==> src/rtl/decoder_nx_scan.sv <==
// decoder_nx_scan: registered N-to-2**N one-hot decoder.
// Direct mode decodes each accepted select code (valid/ready handshake).
// Scan mode walks a single active bit across all outputs, holding each
// output for dwell+1 cycles.
// Optional build macro DECODER_ONESHOT_EN: scan makes a single pass, then
// clears d and pulses done for one cycle.
module decoder_nx_scan #(
    parameter int unsigned N       = 3,
    parameter int unsigned DWELL_W = 8
) (
    input  logic               clk,
    input  logic               rst_n,
    input  logic               en,
    input  logic               mode,
    input  logic               i_valid,
    output logic               i_ready,
    input  logic [N-1:0]       i,
    input  logic [DWELL_W-1:0] dwell,
    output logic [2**N-1:0]    d,
    output logic               d_valid
`ifdef DECODER_ONESHOT_EN
    ,
    output logic               done
`endif
);

    localparam int unsigned W = 2**N;

    typedef enum logic [1:0] {
        IDLE   = 2'd0,
        DIRECT = 2'd1,
        SCAN   = 2'd2
    } state_t;

    state_t             state_q;
    state_t             state_d;
    logic [N-1:0]       idx_q;
    logic [N-1:0]       idx_inc;
    logic [DWELL_W-1:0] cnt_q;
    logic [W-1:0]       onehot_sel;
    logic [W-1:0]       onehot_next;
`ifdef DECODER_ONESHOT_EN
    logic               finished_q;
`endif

    // State register
    always_ff @(posedge clk or negedge rst_n) begin
        if (!rst_n) begin
            state_q <= IDLE;
        end else begin
            state_q <= state_d;
        end
    end

    // Next state follows en/mode directly every cycle
    always_comb begin
        state_d = IDLE;
        if (en) begin
            state_d = mode ? SCAN : DIRECT;
        end
    end

    // Handshake output: ready only while sitting in DIRECT
    always_comb begin
        i_ready = (state_q == DIRECT);
    end

    // One-hot codes for the select input and the next scan position
    always_comb begin
        idx_inc     = idx_q + N'(1);
        onehot_sel  = W'(1) << i;
        onehot_next = W'(1) << idx_inc;
    end

    // Output datapath. Actions key off the state being entered (state_d) so
    // that entry clears/loads and en drops take effect on the very next edge;
    // comparing against state_q detects entry versus staying.
    always_ff @(posedge clk or negedge rst_n) begin
        if (!rst_n) begin
            d       <= '0;
            d_valid <= 1'b0;
            idx_q   <= '0;
            cnt_q   <= '0;
`ifdef DECODER_ONESHOT_EN
            done       <= 1'b0;
            finished_q <= 1'b0;
`endif
        end else begin
`ifdef DECODER_ONESHOT_EN
            done <= 1'b0;
`endif
            case (state_d)
                DIRECT: begin
                    idx_q <= '0;
                    cnt_q <= '0;
`ifdef DECODER_ONESHOT_EN
                    finished_q <= 1'b0;
`endif
                    if (state_q != DIRECT) begin
                        d       <= '0;
                        d_valid <= 1'b0;
                    end else if (i_valid && i_ready) begin
                        d       <= onehot_sel;
                        d_valid <= 1'b1;
                    end
                end
                SCAN: begin
                    if (state_q != SCAN) begin
                        idx_q   <= '0;
                        cnt_q   <= dwell;
                        d       <= W'(1);
                        d_valid <= 1'b1;
`ifdef DECODER_ONESHOT_EN
                        finished_q <= 1'b0;
`endif
                    end
`ifdef DECODER_ONESHOT_EN
                    else if (finished_q) begin
                        d       <= '0;
                        d_valid <= 1'b0;
                    end
`endif
                    else if (cnt_q != '0) begin
                        cnt_q <= cnt_q - DWELL_W'(1);
                    end
`ifdef DECODER_ONESHOT_EN
                    else if (&idx_q) begin
                        d          <= '0;
                        d_valid    <= 1'b0;
                        done       <= 1'b1;
                        finished_q <= 1'b1;
                    end
`endif
                    else begin
                        idx_q   <= idx_inc;
                        cnt_q   <= dwell;
                        d       <= onehot_next;
                        d_valid <= 1'b1;
                    end
                end
                default: begin
                    d       <= '0;
                    d_valid <= 1'b0;
                    idx_q   <= '0;
                    cnt_q   <= '0;
`ifdef DECODER_ONESHOT_EN
                    finished_q <= 1'b0;
`endif
                end
            endcase
        end
    end

endmodule

==> config.mk <==
export PLATFORM = sky130hd
export DESIGN_NAME = decoder_nx_scan
export DESIGN_NICKNAME = d
export VERILOG_FILES = /design/src/rtl/decoder_nx_scan.sv
export SDC_FILE = /design/constraint.sdc
export NUM_CORES = 1
export LEC_CHECK = 0
export BUFFER_PORTS_ARGS = -buffer_cell sky130_fd_sc_hd__buf_2
export CELL_PAD_IN_SITES_DETAIL_PLACEMENT = 1
export CELL_PAD_IN_SITES_GLOBAL_PLACEMENT = 1
export CORE_MARGIN = 3
export CORE_UTILIZATION = 41
export CTS_CLUSTER_DIAMETER = 60
export DETAILED_ROUTE_END_ITERATION = 6
export GPL_ROUTABILITY_DRIVEN = 0
export GPL_TIMING_DRIVEN = 0
export PLACE_DENSITY_LB_ADDON = 0.25
export SYNTH_ARGS = -nofsm -noshare
export SYNTH_HDL_FRONTEND = slang
export SYNTH_SLANG_ARGS = --single-unit
==> constraint.sdc <==
create_clock -name clk -period 2.3 [get_ports clk]
set_input_delay 0.115 -clock clk [delete_from_list [all_inputs] [get_ports clk]]
set_output_delay 0.115 -clock clk [all_outputs]
set_load 0.1 [all_outputs]
# Word-level counts from Yosys, hierarchy flattened
# Cells that the tools add are included.
# Widths: inputs -> output; s select.
[word_totals]
reg_bits = 22
input_bits = 16
output_inout_bits = 10
elab_cells = 37
[classes]
add_sub_neg = 2
n_eq_ne = 7
shift = 2
muxes = 18
n_reduce_logical = 3
[ops]
columns = ["cell", "n"]
rows = [
  ["$mux 8", 7],
  ["$pmux 8 s2", 1],
  ["$shl 1x3->8 const A", 2],
  ["$mux 3", 3],
  ["$reduce_bool 8->1", 1],
  ["$sub 8x1->8 const B", 1],
  ["$ne 3x3->1 const B", 2],
  ["$eq 2x1->1 const B", 2],
  ["$mux 1", 4],
  ["$mux 2", 2],
  ["$add 3x1->3 const B", 1],
  ["$eq 2x2->1 const B", 1],
  ["$ne 2x1->1 const B", 1],
  ["$ne 2x2->1 const B", 1],
  ["$pmux 1 s2", 1],
  ["$reduce_and 2->1", 1],
  ["$logic_and 1x1->1", 1],
]

# Logic depth before layout (Yosys ltp)
[logic_depth]
depth_word = 5
ltp_mapped = 7
depth_no_buf = 6

# Least setup slack after synthesis
# Ideal clock, no wire load.
[synth_timing]
path_kind = "reg-to-reg"
start = "register state_q[1]"
end = "register d_valid"
setup_ns = 0.083
t_arrival_ns = 2.109
path_slack_ns = 0.108
path_stages_with_launch = 4
n_path_buf = 0
period_less_slack_ns = 2.192
path_cell_list = "dfrtp_1 > nor2b_1 > o21ai_0 > mux2i_1"
[synth_via]
elab_chain_cells = 4
word_cells_on_any_way = 10
[synth_rtl]
columns = ["item", "line", "text"]
rows = [
  ["from (decl)", "35", "state_t state_q;"],
  ["from (signal assigned)", "51", "state_q <= state_d;"],
  ["$eq 2x1->1", "65", "i_ready = (state_q == DIRECT);"],
  ["net i_ready", "16", "output logic i_ready,"],
  ["$logic_and 1x1->1", "102", "end else if (i_valid && i_ready) begin"],
  ["$ne 3x3->1 (no line)", "-", ""],
  ["$reduce_and 2->1 (no line)", "-", ""],
  ["to (signal assigned)", "101", "d_valid <= 1'b0;"],
  ["to (signal assigned)", "104", "d_valid <= 1'b1;"],
  ["to (signal assigned)", "112", "d_valid <= 1'b1;"],
  ["to (decl)", "20", "output logic d_valid"],
]
# The timed path passes the listed nets, and every way through them passes these cells.
# A chain may end at the register's enable or synchronous reset.

# Worst setup path in the final report
[layout_timing]
start = "register cnt_q[0]"
end = "register d[4]"
[layout_via]
elab_chain_cells = 3
[layout_rtl]
columns = ["item", "line", "text"]
rows = [
  ["from (decl)", "39", "logic [DWELL_W-1:0] cnt_q;"],
  ["from (signal assigned)", "110", "cnt_q <= dwell;"],
  ["from (signal assigned)", "124", "cnt_q <= cnt_q - DWELL_W'(1);"],
  ["from (signal assigned)", "136", "cnt_q <= dwell;"],
  ["$reduce_bool 8->1", "123", "else if (cnt_q != '0) begin"],
  ["$ne 3x3->1 (no line)", "-", ""],
  ["$reduce_and 2->1 (no line)", "-", ""],
  ["to (signal assigned)", "103", "d <= onehot_sel;"],
  ["to (signal assigned)", "137", "d <= onehot_next;"],
  ["to (decl)", "19", "output logic [2**N-1:0] d,"],
]
# Every way passes these cells.

==> run_results.csv <==
group,metric,value,unit
outcome,status,"finished clean",
routing,drc,0,
routing,wl,2639,um
worst_setup_path,start_kind,"register",
power_and_ir_drop,seqPwrFrac,53.2,%
cts,htreeDepth,1,
synth,yosysTopAreaCell,"dfrtp_1",
worst_setup_path,path_delay_family,"simple AND/OR/NAND/NOR gates",
routing,via_per_inst,5.379,
layout,fillCellCount,335,
power_and_ir_drop,p_clk_share,27.0,%
routing,wl_met1,1149,um
synth,yosysSeqAreaShare,44.09,%
timing,relSlewSlack,66.83,%
placement,io_buffers,25,
synth,synth_mux_area_share,8.818,%
global_routing,grt_max_degree,23,
synth,syn_inst,121,
layout,fin_util,51.75,%
cts,cts_buffer_depth,2,
floorplan,core_area,2829,um^2
synth,netlist_area,1249,um^2
worst_setup_path,worst_ep_required_time,2.50,ns
power_and_ir_drop,cellPowerDensity,530.2,nW/um^2
timing,setup_viol,0,
timing,fin_setup_tns,0,ns
hold_path,hp-class,"input port to register",
synth,synth_top_area_share,44.09,%
synth,syn_nets,144,
synth,synth_top_family_by_area,"simple AND/OR/NAND/NOR gates",
routing,ant_nets,0,
synth,synth-simple-area-share,17.84,%
placement,detailed_place_hpwl,2095,um
cts,clock_latency,0.30,ns
worst_setup_path,crit_slowest_cell,"dfrtp_1",
timing,fin_crit_sh,87.14,%
synth,synth_xor_xnor_area_share,7.014,%
global_routing,grt_pass1_vias,993,
timing,hold_viol,0,
power_and_ir_drop,p_total,0.7762,mW
floorplan,dieArea,3744,um^2
synth,ys.flop_type,"dfrtp_1",
layout,drive_gt1_share,28.48,%
floorplan,die_h,61.19,um
synth,synth-seq-cells,22,
global_routing,grt_util_all_layers,16.03,%
worst_setup_path,end_kind,"register",
layout,seq_area,550.5,um^2
global_routing,overflow,0,
power_and_ir_drop,p_int,0.5493,mW
routing,first_iter_violations,21,
worst_setup_path,max_stage_delay,0.41,ns
cts,clock_sinks,22,
routing,vias,979,
layout,final_common_cell,"buf_2",
synth,synth_compound_area_share,12.73,%
routing,routedWlPerCell,14.50,um
timing,finClkSkew,0.005335,ns
worst_setup_path,critPathKind,"register to register",
power_and_ir_drop,p_comb_share,19.8,%
synth,synth_area_leaders,"dfrtp_1 (44%), mux2_2 (7.2%), ha_1 (7.0%)",
timing,fmax,498.9,MHz
layout,layout.cells.most_common_list,"buf_2 (26), dfrtp_1 (22), nor2_1 (11), nand2_1 (10), mux2_2 (8)",
power_and_ir_drop,ir_worst_vdd,211.9,uV
layout,nets,175,
worst_setup_path,cp.arrival,2.20,ns
power_and_ir_drop,p_leak,0.7466,nW
layout,antenna_cells,0,
worst_setup_path,path_cells,"inv_1, ha_1, nor3b_2, nand2_2, a22oi_4, mux2_2",
flow_run,maxCapViolCount,0,
routing,dr.max_layer_used,"met4",
timing,finalMaxSlewViolations,0,
routing,dr_wl_met2,1391,um
timing,min_period,2.004,ns
cts,cts_tree,"built",
floorplan,pin_count,26,
worst_setup_path,crit_buf_inv,1,
timing,grt_setup_unrepaired,"false",
floorplan,rows,19,
cts,cts_root_buf,"clkbuf_4",
global_routing,antenna_found_initial,0,
worst_setup_path,critPathMaxFanout,9,
synth,synth_edf_count,0,
routing,wl_met3,81,um
synth,ys_types,27,
power_and_ir_drop,net-switching-power,0.2269,mW
routing,drt-pass1-iter-count,4,
cts,cts_buffers,3,
synth,syn_area_per_cell,10.32,um^2
synth,yosys.area_share.adder,7.014,%
power_and_ir_drop,p_sw_share,29.23,%
synth,synthArstFlopShare,100.0,%
global_routing,grt_pass1_wl,4450,um
synth,yosysWarnings,0,
floorplan,die_w,61.19,um
timing,worst_pin_slew,0.4976,ns
cts,path_clk_slew,0.12,ns
layout,area_delta_synth_final,17.23,%
floorplan,initial_core_util,44.14,%
layout,multi_input_area,671.9,um^2
synth_stat cells (2+ instances only):
| cell type | instances |
|---|---|
| a21oi_1 | 6 |
| xnor2_1 | 4 |
| a211oi_1 | 4 |
| inv_1 | 7 |
| mux2i_1 | 2 |
| o21ai_0 | 6 |
| nand2b_1 | 3 |
| nor2b_1 | 3 |
| xor2_1 | 6 |
| ha_1 | 7 |
| o2bb2ai_1 | 2 |
| nor2_1 | 11 |
| nor3_1 | 2 |
| o22ai_1 | 2 |
| nand2_1 | 10 |
| nand3_1 | 6 |
| o32ai_1 | 2 |
| dfrtp_1 | 22 |
| mux2_2 | 8 |
what timing repair did:
action / 4_1_cts / 5_1_grt
setup buffers: 0 / 0
setup endpoints to repair: 0 / 9
hold endpoints to repair: 22 / 0
gates resized for setup: 0 / 1
hold buffers: 1 / 0
state kept, by name, indices dropped and copies added, names as in the netlist:
register,cells
d,8
d_valid,1
state_q,2
cnt_q,8
idx_q,3
worst paths after layout:
kind	from	end	slack, ns	depth (start not counted)
setup reg to reg	cnt_q[0]$_DFF_PN0_	d[4]$_DFFE_PN0P_	0.30	6
setup / recovery	cnt_q[0]$_DFF_PN0_	d[4]$_DFFE_PN0P_	0.30	6
max in group asynchronous	rst_n	cnt_q[3]$_DFF_PN0_	1.67	2
hold / removal	mode	state_q[0]$_DFF_PN0_	0.02	2
min in group asynchronous	rst_n	d[3]$_DFFE_PN0P_	0.29	2
hold reg to reg	d[1]$_DFFE_PN0P_	d[1]$_DFFE_PN0P_	0.51	1
metal layers:
layer | track usage, % | vias up
li1 | - | 485
met1 | 18.83 | 477
met2 | 29.31 | 15
met3 | 2.516 | 2
met4 | 5.573 | 0
met5 | 0 | -
final cells by class:
cell class,instances,area share [%]
repair buffers,26,9.231
multi-input cells,91,45.90
flip-flops and latches,22,37.61
plain buffers,1,0.3419
clock buffers,4,2.479
well taps,31,2.650
inverters,7,1.795
worst reg2reg max path: cells and delay by family (launching register included):
kind,cells,cell delay [ns]
and+or+nand+nor,2,0.45
DFF,1,0.41
muxes,1,0.39
AOI/OAI and AO/OA,1,0.38
adders and majority gates,1,0.16
buffers and inverters,1,0.11
cell families after synthesis:
logic type	Yosys count
muxes	10
AOI/OAI and AO/OA	23
buffers and inverters	8
xor gates and xnor gates	10
and+or+nand+nor	41
adders and majority gates	7
DFF	22
through the flow:
stage | cell area, um^2 | hold slack (ns) | setup WS (ns) | std cells
floorplan | 1249 | -0.1806 | 0.1083 | 121
global placement | 1413 | 0.1096 | 0.1590 | 177
detailed placement | 1413 | 0.1124 | 0.1267 | 177
CTS | 1459 | 0.009423 | 0.05739 | 182
global route | 1464 | 0.01013 | 0.1401 | 182
finish | 1464 | 0.02003 | 0.2957 | 182
power by group through the flow:
stage / sequential, mW / combinational [mW] / clock (mW)
2_1_floorplan: 0.443 / 0.0840 / 0
3_3_place_gp: 0.419 / 0.151 / 0
3_5_place_dp: 0.420 / 0.154 / 0
4_1_cts: 0.413 / 0.156 / 0.223
5_1_grt: 0.415 / 0.171 / 0.238
6_report: 0.413 / 0.154 / 0.210
Note: power is estimated with default switching activity, not from simulation.
